## src/rtl/apu_pulse_multi.sv

```systemverilog
// apu_pulse_multi
//   NUM_CH independent NES-style pulse generators sharing one valid/ready
//   config port. Their enabled output bits are summed into a single sample
//   stream that the downstream consumer pulls.
//
//   The timebase is driven by the samples themselves. Every time a sample is
//   loaded, each channel advances by one tick. This means the whole block
//   freezes while the consumer holds off mix_rdy.
//
//   Optional feature: define APU_PULSE_MULTI_VOLUME_EN to add 4-bit
//   per-channel volume (ports cfg_vol/cfg_vol_vld/cfg_vol_rdy). With it
//   defined, each enabled channel adds its volume to the mix instead of 1.
module apu_pulse_multi #(
    parameter int NUM_CH     = 2,
    parameter int PERIOD_W   = 11,
    parameter int MIN_PERIOD = 8,
    parameter int CH_W       = (NUM_CH > 1) ? $clog2(NUM_CH) : 1,
`ifdef APU_PULSE_MULTI_VOLUME_EN
    parameter int MIX_W      = $clog2(NUM_CH * 15 + 1)
`else
    parameter int MIX_W      = $clog2(NUM_CH + 1)
`endif
) (
    input  logic                clk,
    input  logic                rst_n,
    input  logic [CH_W-1:0]     cfg_ch,
    input  logic [PERIOD_W-1:0] cfg_period,
    input  logic                cfg_period_vld,
    output logic                cfg_period_rdy,
    input  logic [1:0]          cfg_duty,
    input  logic                cfg_duty_vld,
    output logic                cfg_duty_rdy,
`ifdef APU_PULSE_MULTI_VOLUME_EN
    input  logic [3:0]          cfg_vol,
    input  logic                cfg_vol_vld,
    output logic                cfg_vol_rdy,
`endif
    input  logic [NUM_CH-1:0]   ch_en,
    output logic [MIX_W-1:0]    mix_data,
    output logic                mix_vld,
    input  logic                mix_rdy,
    output logic [NUM_CH-1:0]   ch_out
);

    // Per-channel state.
    logic [PERIOD_W-1:0] period_q [NUM_CH];
    logic [PERIOD_W-1:0] timer_q  [NUM_CH];
    logic [1:0]          duty_q   [NUM_CH];
    logic [2:0]          step_q   [NUM_CH];
`ifdef APU_PULSE_MULTI_VOLUME_EN
    logic [3:0]          vol_q    [NUM_CH];
`endif

    // Output sample register and handshake state.
    logic [MIX_W-1:0]  mixData_q;
    logic [MIX_W-1:0]  mixData_d;
    logic [NUM_CH-1:0] chOut_q;
    logic [NUM_CH-1:0] chOut_d;
    logic              mixVld_q;
    logic              cfgRdy_q;

    logic loadEn;
    logic periodWr;
    logic dutyWr;
`ifdef APU_PULSE_MULTI_VOLUME_EN
    logic volWr;
`endif

    // High portion of the 8-step sequence for each duty code:
    // duty 0..3 gives 1, 2, 4 and 6 high steps.
    function automatic logic dutyHigh(input logic [1:0] duty, input logic [2:0] step);
        logic hi;
        case (duty)
            2'd0:    hi = (step < 3'd1);
            2'd1:    hi = (step < 3'd2);
            2'd2:    hi = (step < 3'd4);
            default: hi = (step < 3'd6);
        endcase
        return hi;
    endfunction

    // A new sample is taken whenever the output slot is empty or is being consumed.
    assign loadEn   = !mixVld_q || mix_rdy;
    assign periodWr = cfg_period_vld && cfgRdy_q;
    assign dutyWr   = cfg_duty_vld && cfgRdy_q;
`ifdef APU_PULSE_MULTI_VOLUME_EN
    assign volWr    = cfg_vol_vld && cfgRdy_q;
`endif

    // Build the next sample from the current channel state: raw bits plus the enabled sum.
    always_comb begin
        chOut_d   = '0;
        mixData_d = '0;
        for (int i = 0; i < NUM_CH; i++) begin
            chOut_d[i] = (period_q[i] >= PERIOD_W'(MIN_PERIOD)) && dutyHigh(duty_q[i], step_q[i]);
            if (chOut_d[i] && ch_en[i]) begin
`ifdef APU_PULSE_MULTI_VOLUME_EN
                mixData_d = mixData_d + MIX_W'(vol_q[i]);
`else
                mixData_d = mixData_d + MIX_W'(1);
`endif
            end
        end
    end

    // Output register: capture a sample on each load; config becomes ready one cycle out of reset.
    always_ff @(posedge clk or negedge rst_n) begin
        if (!rst_n) begin
            mixData_q <= '0;
            chOut_q   <= '0;
            mixVld_q  <= 1'b0;
            cfgRdy_q  <= 1'b0;
        end else begin
            cfgRdy_q <= 1'b1;
            if (loadEn) begin
                mixData_q <= mixData_d;
                chOut_q   <= chOut_d;
                mixVld_q  <= 1'b1;
            end
        end
    end

    // Channel timers tick once per load. A config write to a channel overrides
    // that channel's tick, and an out-of-range cfg_ch matches no channel.
    always_ff @(posedge clk or negedge rst_n) begin
        if (!rst_n) begin
            for (int i = 0; i < NUM_CH; i++) begin
                period_q[i] <= '0;
                timer_q[i]  <= '0;
                duty_q[i]   <= '0;
                step_q[i]   <= '0;
`ifdef APU_PULSE_MULTI_VOLUME_EN
                vol_q[i]    <= 4'd15;
`endif
            end
        end else begin
            for (int i = 0; i < NUM_CH; i++) begin
                if (loadEn) begin
                    if (timer_q[i] == '0) begin
                        timer_q[i] <= period_q[i];
                        step_q[i]  <= step_q[i] + 3'd1;
                    end else begin
                        timer_q[i] <= timer_q[i] - PERIOD_W'(1);
                    end
                end
                if (periodWr && (cfg_ch == CH_W'(i))) begin
                    period_q[i] <= cfg_period;
                    timer_q[i]  <= cfg_period;
                    step_q[i]   <= 3'd0;
                end
                if (dutyWr && (cfg_ch == CH_W'(i))) begin
                    duty_q[i] <= cfg_duty;
                end
`ifdef APU_PULSE_MULTI_VOLUME_EN
                if (volWr && (cfg_ch == CH_W'(i))) begin
                    vol_q[i] <= cfg_vol;
                end
`endif
            end
        end
    end

    assign mix_data       = mixData_q;
    assign ch_out         = chOut_q;
    assign mix_vld        = mixVld_q;
    assign cfg_period_rdy = cfgRdy_q;
    assign cfg_duty_rdy   = cfgRdy_q;
`ifdef APU_PULSE_MULTI_VOLUME_EN
    assign cfg_vol_rdy    = cfgRdy_q;
`endif

endmodule

```

## config.mk

```make
export PLATFORM = sky130hd
export DESIGN_NAME = apu_pulse_multi
export DESIGN_NICKNAME = d
export VERILOG_FILES = /design/src/rtl/apu_pulse_multi.sv
export SDC_FILE = /design/constraint.sdc
export NUM_CORES = 1
export LEC_CHECK = 0
export BUFFER_PORTS_ARGS = -buffer_cell sky130_fd_sc_hd__buf_2
export CORE_MARGIN = 1
export CORE_UTILIZATION = 45
export DETAILED_ROUTE_END_ITERATION = 10
export PLACE_DENSITY = 0.61
export SLEW_MARGIN = 20
export SYNTH_ARGS = -nofsm -noshare
export SYNTH_HDL_FRONTEND = slang
export SYNTH_SLANG_ARGS = --single-unit
```

## constraint.sdc

```tcl
create_clock -name clk -period 2.8 [get_ports clk]
set_input_delay 0 -clock clk [delete_from_list [all_inputs] [get_ports clk]]
set_output_delay 0 -clock clk [all_outputs]
set_load 0.02 [all_outputs]
```

# Yosys cells after proc, flatten, opt, wreduce, memory -nomap -nowiden
# Cells that the tools add are included.
classes:
  n_addsub: 5
  n_lt_le_gt_ge: 10
  n_eq_ne: 4
  n_mux: 16
  bitwise_logic: 1
  reduce_logical: 22
ops:
  columns: ["cell", "n"]
  rows:
  - ["$mux W11", 6]
  - ["$ge A11 B4 Y1 const B", 2]
  - ["$logic_not A11 Y1", 2]
  - ["$sub A11 B1 Y11 const B", 2]
  - ["$mux W3", 6]
  - ["$lt A3 B3 Y1 const B", 4]
  - ["$logic_and A1 B1 Y1", 10]
  - ["$reduce_bool A2 Y1", 4]
  - ["$add A3 B1 Y3 const B", 2]
  - ["$lt A3 B1 Y1 const B", 2]
  - ["$lt A3 B2 Y1 const B", 2]
  - ["$pmux W1 S3", 2]
  - ["$eq A2 B1 Y1 const B", 2]
  - ["$eq A2 B2 Y1 const B", 2]
  - ["$logic_not A2 Y1", 2]
  - ["$reduce_and A2 Y1", 2]
  - ["$add A2 B1 Y2 const B", 1]
  - ["$mux W2", 1]
  - ["$logic_not A1 Y1", 1]
  - ["$logic_or A1 B1 Y1", 1]
  - ["$mux W1", 1]
  - ["$not A1 Y1", 1]
word_totals:
  ff_bits: 60
  input_bits: 21
  out_inout_bits: 7

# Logic depth before layout (Yosys ltp)
depth:
  word_depth: 7
  mapped_depth: 7

# Worst setup path before layout
# OpenSTA, ideal clock, no wires.
synth_timing:
  path_type: "register -> register"
  start: "reg timer_q[0] (netlist name)"
  end: "reg timer_q[7] (netlist name)"
  setup_time_ps: 127
  arrival_time_ps: 1677
  t_required_ps: 2673
  setup_slack_ps: 996
  path_stages_with_launch: 7
  n_path_buf: 0
  period_less_slack_ps: 1804
  path_cell_list: "dfrtp_1 > inv_1 > ha_1 > or3b_1 > or3_1 > a31oi_1 > o21ai_0"
synth_between:
  elab_chain_len: 4
  word_cells_on_any_way: 5
  cone_classes: "add/sub: 1; mux: 3; reduce/logical: 1"
synth_rtl:
  columns: ["item", "line_no", "source"]
  rows:
  - ["start, declared", "47", "logic [PERIOD_W-1:0] timer_q [NUM_CH];"]
  - ["start signal, assigned by index", "140", "timer_q[i] <= period_q[i];"]
  - ["start signal, assigned by index", "143", "timer_q[i] <= timer_q[i] - PERIOD_W'(1);"]
  - ["start signal, assigned by index", "148", "timer_q[i] <= cfg_period;"]
  - ["$sub A11 B1 Y11 / $logic_not A11 Y1 (equally long branches)", "143, 139", null]
  - ["$mux W11 *", "139", "if (timer_q[i] == '0) begin"]
  - ["$mux W11 *", "138", "if (loadEn) begin"]
  - ["$mux W11 *", "146", "if (periodWr && (cfg_ch == CH_W'(i))) begin"]
# Every way passes the cells marked *; elsewhere a longest branch is shown, timed or not. The select of a mux whose other input is x is not followed.
# A chain may end at the register's enable or synchronous reset.

# Worst setup path after layout
layout_timing:
  start: "reg timer_q[11] (netlist name)"
  end: "reg timer_q[11] (netlist name)"
# The elaborated chain is that of the path after synthesis.

==> impl_summary.md <==
Yosys
The biggest area contributor in the post-synthesis netlist is sky130_fd_sc_hd__dfrtp_1. Ranked by instance count, the synthesized netlist is headed by 84 x sky130_fd_sc_hd__nand2_1, 60 x sky130_fd_sc_hd__dfrtp_1, 28 x sky130_fd_sc_hd__o21ai_0, 16 x sky130_fd_sc_hd__nor2_1, 13 x sky130_fd_sc_hd__inv_1. The synthesized design contains 60 register bits. The synthesized area per cell is 9.204 um2. The sequential-to-total area share from yosys stat is 44.69%.

Counting flops with a built-in enable in the synthesized netlist gives 0. The mapped netlist covers 3359 um2. The fraction of registers with async set/reset is 100.0%. The Yosys step of the flow raised 0 warnings.

The area share of the largest cell type after synthesis is 44.69%. The top flip-flop cell by instance count after synthesis is sky130_fd_sc_hd__dfrtp_1. The cell count after synthesis came out at 365. By area the synthesized netlist is led by sky130_fd_sc_hd__dfrtp_1 45%, sky130_fd_sc_hd__nand2_1 9.4%, sky130_fd_sc_hd__o21ai_0 4.2%.

The count of different cell masters after synthesis is 64. sky130_fd_sc_hd__nand2_1 is the most common cell in the netlist.

CTS
The worst-skew pair later-pin latency is 350 ps. TritonCTS built the clock tree. The clock transition at the registers of the reported paths is 70 ps. The clock root buffer is sky130_fd_sc_hd__clkbuf_8. The largest buffer count on any clock path is 2. TritonCTS created 9 clock buffers. CTS saw 60 sinks.

The level count of the clock H-tree is 3. Post-CTS timing repair inserted 0 buffers for setup.

Timing
Derived from the worst setup path, the maximum achievable clock frequency is 485.3 MHz. Setup repair after global routing left no endpoint under its margin. Setup violations remaining at the end of the flow were counted as 0. Dividing the final minimum period by the clock period gives 73.59%. The tightest slew margin relative to the limit is 45.21%. The clock skew is 8.324 ps. The number of slew-limit violations in the final report is 0. The accumulated negative setup slack is 0 ps. The transition time of the tightest slew-check pin is 821.8 ps. The minimum clock period after layout is 2061 ps. The final worst slack is 739.4 ps.

The hold violation total from the final report is 0. On the final layout, the worst hold slack is 59.41 ps.

Power and ir drop
The worst-case IR drop observed on VDD is 0.0004855 V. The overall power of the completed layout is 3.078 mW. The leakage power is 1.771 nW. Dividing total power by cell area gives a power density of 795.9 nW/um2.

Worst setup path
The worst setup slack for register-to-register paths is 740 ps. The category of the critical setup timing path is flip-flop to flip-flop. The signal arrival time at the worst endpoint is 2290 ps. STA classifies the critical path startpoint as a flip-flop.

The reg-to-reg endpoint is timer_q[11]. The start of the worst register-to-register path is timer_q[11]. For the worst flop-to-flop path, the logic depth is 6.

Data on the critical path is required at its endpoint by 3030 ps. The kind of end point of the critical path is a flip-flop. Of all nets on the critical path, the largest fanout is 7.

Routing
For this run, the detailed router's first-pass iteration total came to 4. In the routed design, unresolved DRC markers number 0. After the first detailed-routing iteration, the DRC count stood at 135.

After detailed routing, the average wire length per cell comes to 16.32 um. The mean number of vias per cell is 5.676. The detailed router placed 2895 vias in this run.

Wires add up to 8322 um. The detail route stage leaves a number of antenna-violating nets equal to 0.

GRT
The initial antenna violation count is 0. The pin count of the biggest net entering global routing is 25. The global-route usage over all layers is 23.27%. The number of global-route vias before repair is 2717.

The wire length of the first global-routing pass is 13570 um. The total congestion overflow after global routing is 0.

Floorplanning
The die extent in y is 88.41 um. The die covers 7815 um2. The floorplan row count is 31. The die boundary width is 88.41 um. For this design the top-level I/O count stands at 28. After floorplanning, the core was sized to cover 7253 um2.

The starting utilization of the core area is 46.32%.

Placement
Detailed placement ended at an HPWL of 5799 um. The count of input and output buffers is 27. Prior to clock tree synthesis, the placed netlist has a worst setup slack of 761.0 ps. At the end of routability-driven placement, the weighted congestion stood at 0.8376.

Layout
In the final design database the tool counted 434 nets. The area growth from synthesis to layout is 15.12%. The final standard cell utilization of the core is 53.32%.

The number of diodes added for antenna fixing is 0. The post-route netlist has 16.79% of its cells at a drive strength greater than 1.

Min path
The path with the worst hold slack has its endpoint at duty_q[3]. The worst hold path depth is 3. The hold path startpoint is cfg_duty_vld.

The min-delay analysis places its worst path in the category primary input to flip-flop.

Job
The tool flagged a number of max-cap violations equal to 0.

Run status
The run finished with clean final reports.
per-stage QoR:
step                      cells  cell area [um2]
final                       510             3867
after global routing        510             3867
after CTS                   510             3867
after detailed placement    480             3545
after global placement      480             3545
after floorplan             366             3363
power breakdown:
part           switching, mW  total, mW  internal, mW
Combinational          0.498      0.921         0.422
Sequential             0.322       1.40          1.08
Clock                  0.351      0.755         0.403
Total                   1.17       3.08          1.91
how the worst max path moves through the flow:
stage	from	to	slack, ps	cells past startpoint
3_5_place_dp	timer_q[11]	step_q[5]	760	6
4_1_cts	timer_q[11]	step_q[5]	750	6
6_report	timer_q[11]	timer_q[11]	740	6
5_1_grt	timer_q[11]	step_q[5]	610	6
2_1_floorplan	timer_q[0]	timer_q[7]	1000	6
3_3_place_gp	timer_q[11]	step_q[5]	840	6
area by class of cell:
class	count	area, um2
flip-flops and latches	60	1501
repair buffers	46	312.8
well taps	99	123.9
inverters	13	48.80
clock inverters	6	55.05
clock buffers	10	127.6
fillers	705	3386
multi-input cells	276	1698
state kept, by name, summed over array words and instances, names as in the netlist:
register	cells
duty_q	4
timer_q	22
mix_vld	1
cfg_duty_rdy	1
period_q	22
step_q	6
ch_out	2
mix_data	2
layer usage:
metal	global-route usage, %	vias up	wire (um)
met3	4.944	10	357
met2	36.85	63	3980
li1	-	1399	-
met1	31.32	1423	3880
met4	8.944	0	104
met5	0	-	0
what timing repair did:
item,CTS,global route
gates resized for setup,0,0
hold buffers,14,0
endpoints found under the hold margin,60,0
cell families after synthesis:
group,count (synthesis),synth area share [%]
simple gates,168,26.70
xor+xnor,5,1.303
flops,60,44.69
fa+ha+maj,7,2.607
compound gates,83,16.24
other cells,1,0.1116
mux,11,3.464
buf+inv,30,4.879
critical path, stage by stage (launching register included):
cell and delay [ps]:
sky130_fd_sc_hd__dfrtp_1 450, sky130_fd_sc_hd__inv_1 130, sky130_fd_sc_hd__ha_1 190, sky130_fd_sc_hd__nor4b_4 450, sky130_fd_sc_hd__and3_1 400, sky130_fd_sc_hd__o21ai_0 150, sky130_fd_sc_hd__o22a_1 170
cell usage in the layout (no fill, tap or decap), drive strengths merged, types with 3 or more instances in the layout:
cell and count:
o21ai 28, a211oi 3, mux2 5, or3 5, nor4 7, nand3 11
dfrtp 60, mux2i 6, nand4 6, buf 32, nand2 84, o31ai 6
ha 7, nand2b 3, and2 3, o41ai 3, nor3b 4, inv 13
a21oi 9, a31oi 7, clkinv 5, clkbuf 10, dlygate4sd3 14, nor3 10
or4 7, a22oi 10, nor2 16, and3 3, xor2 5
(Power assumes the default switching activity.)
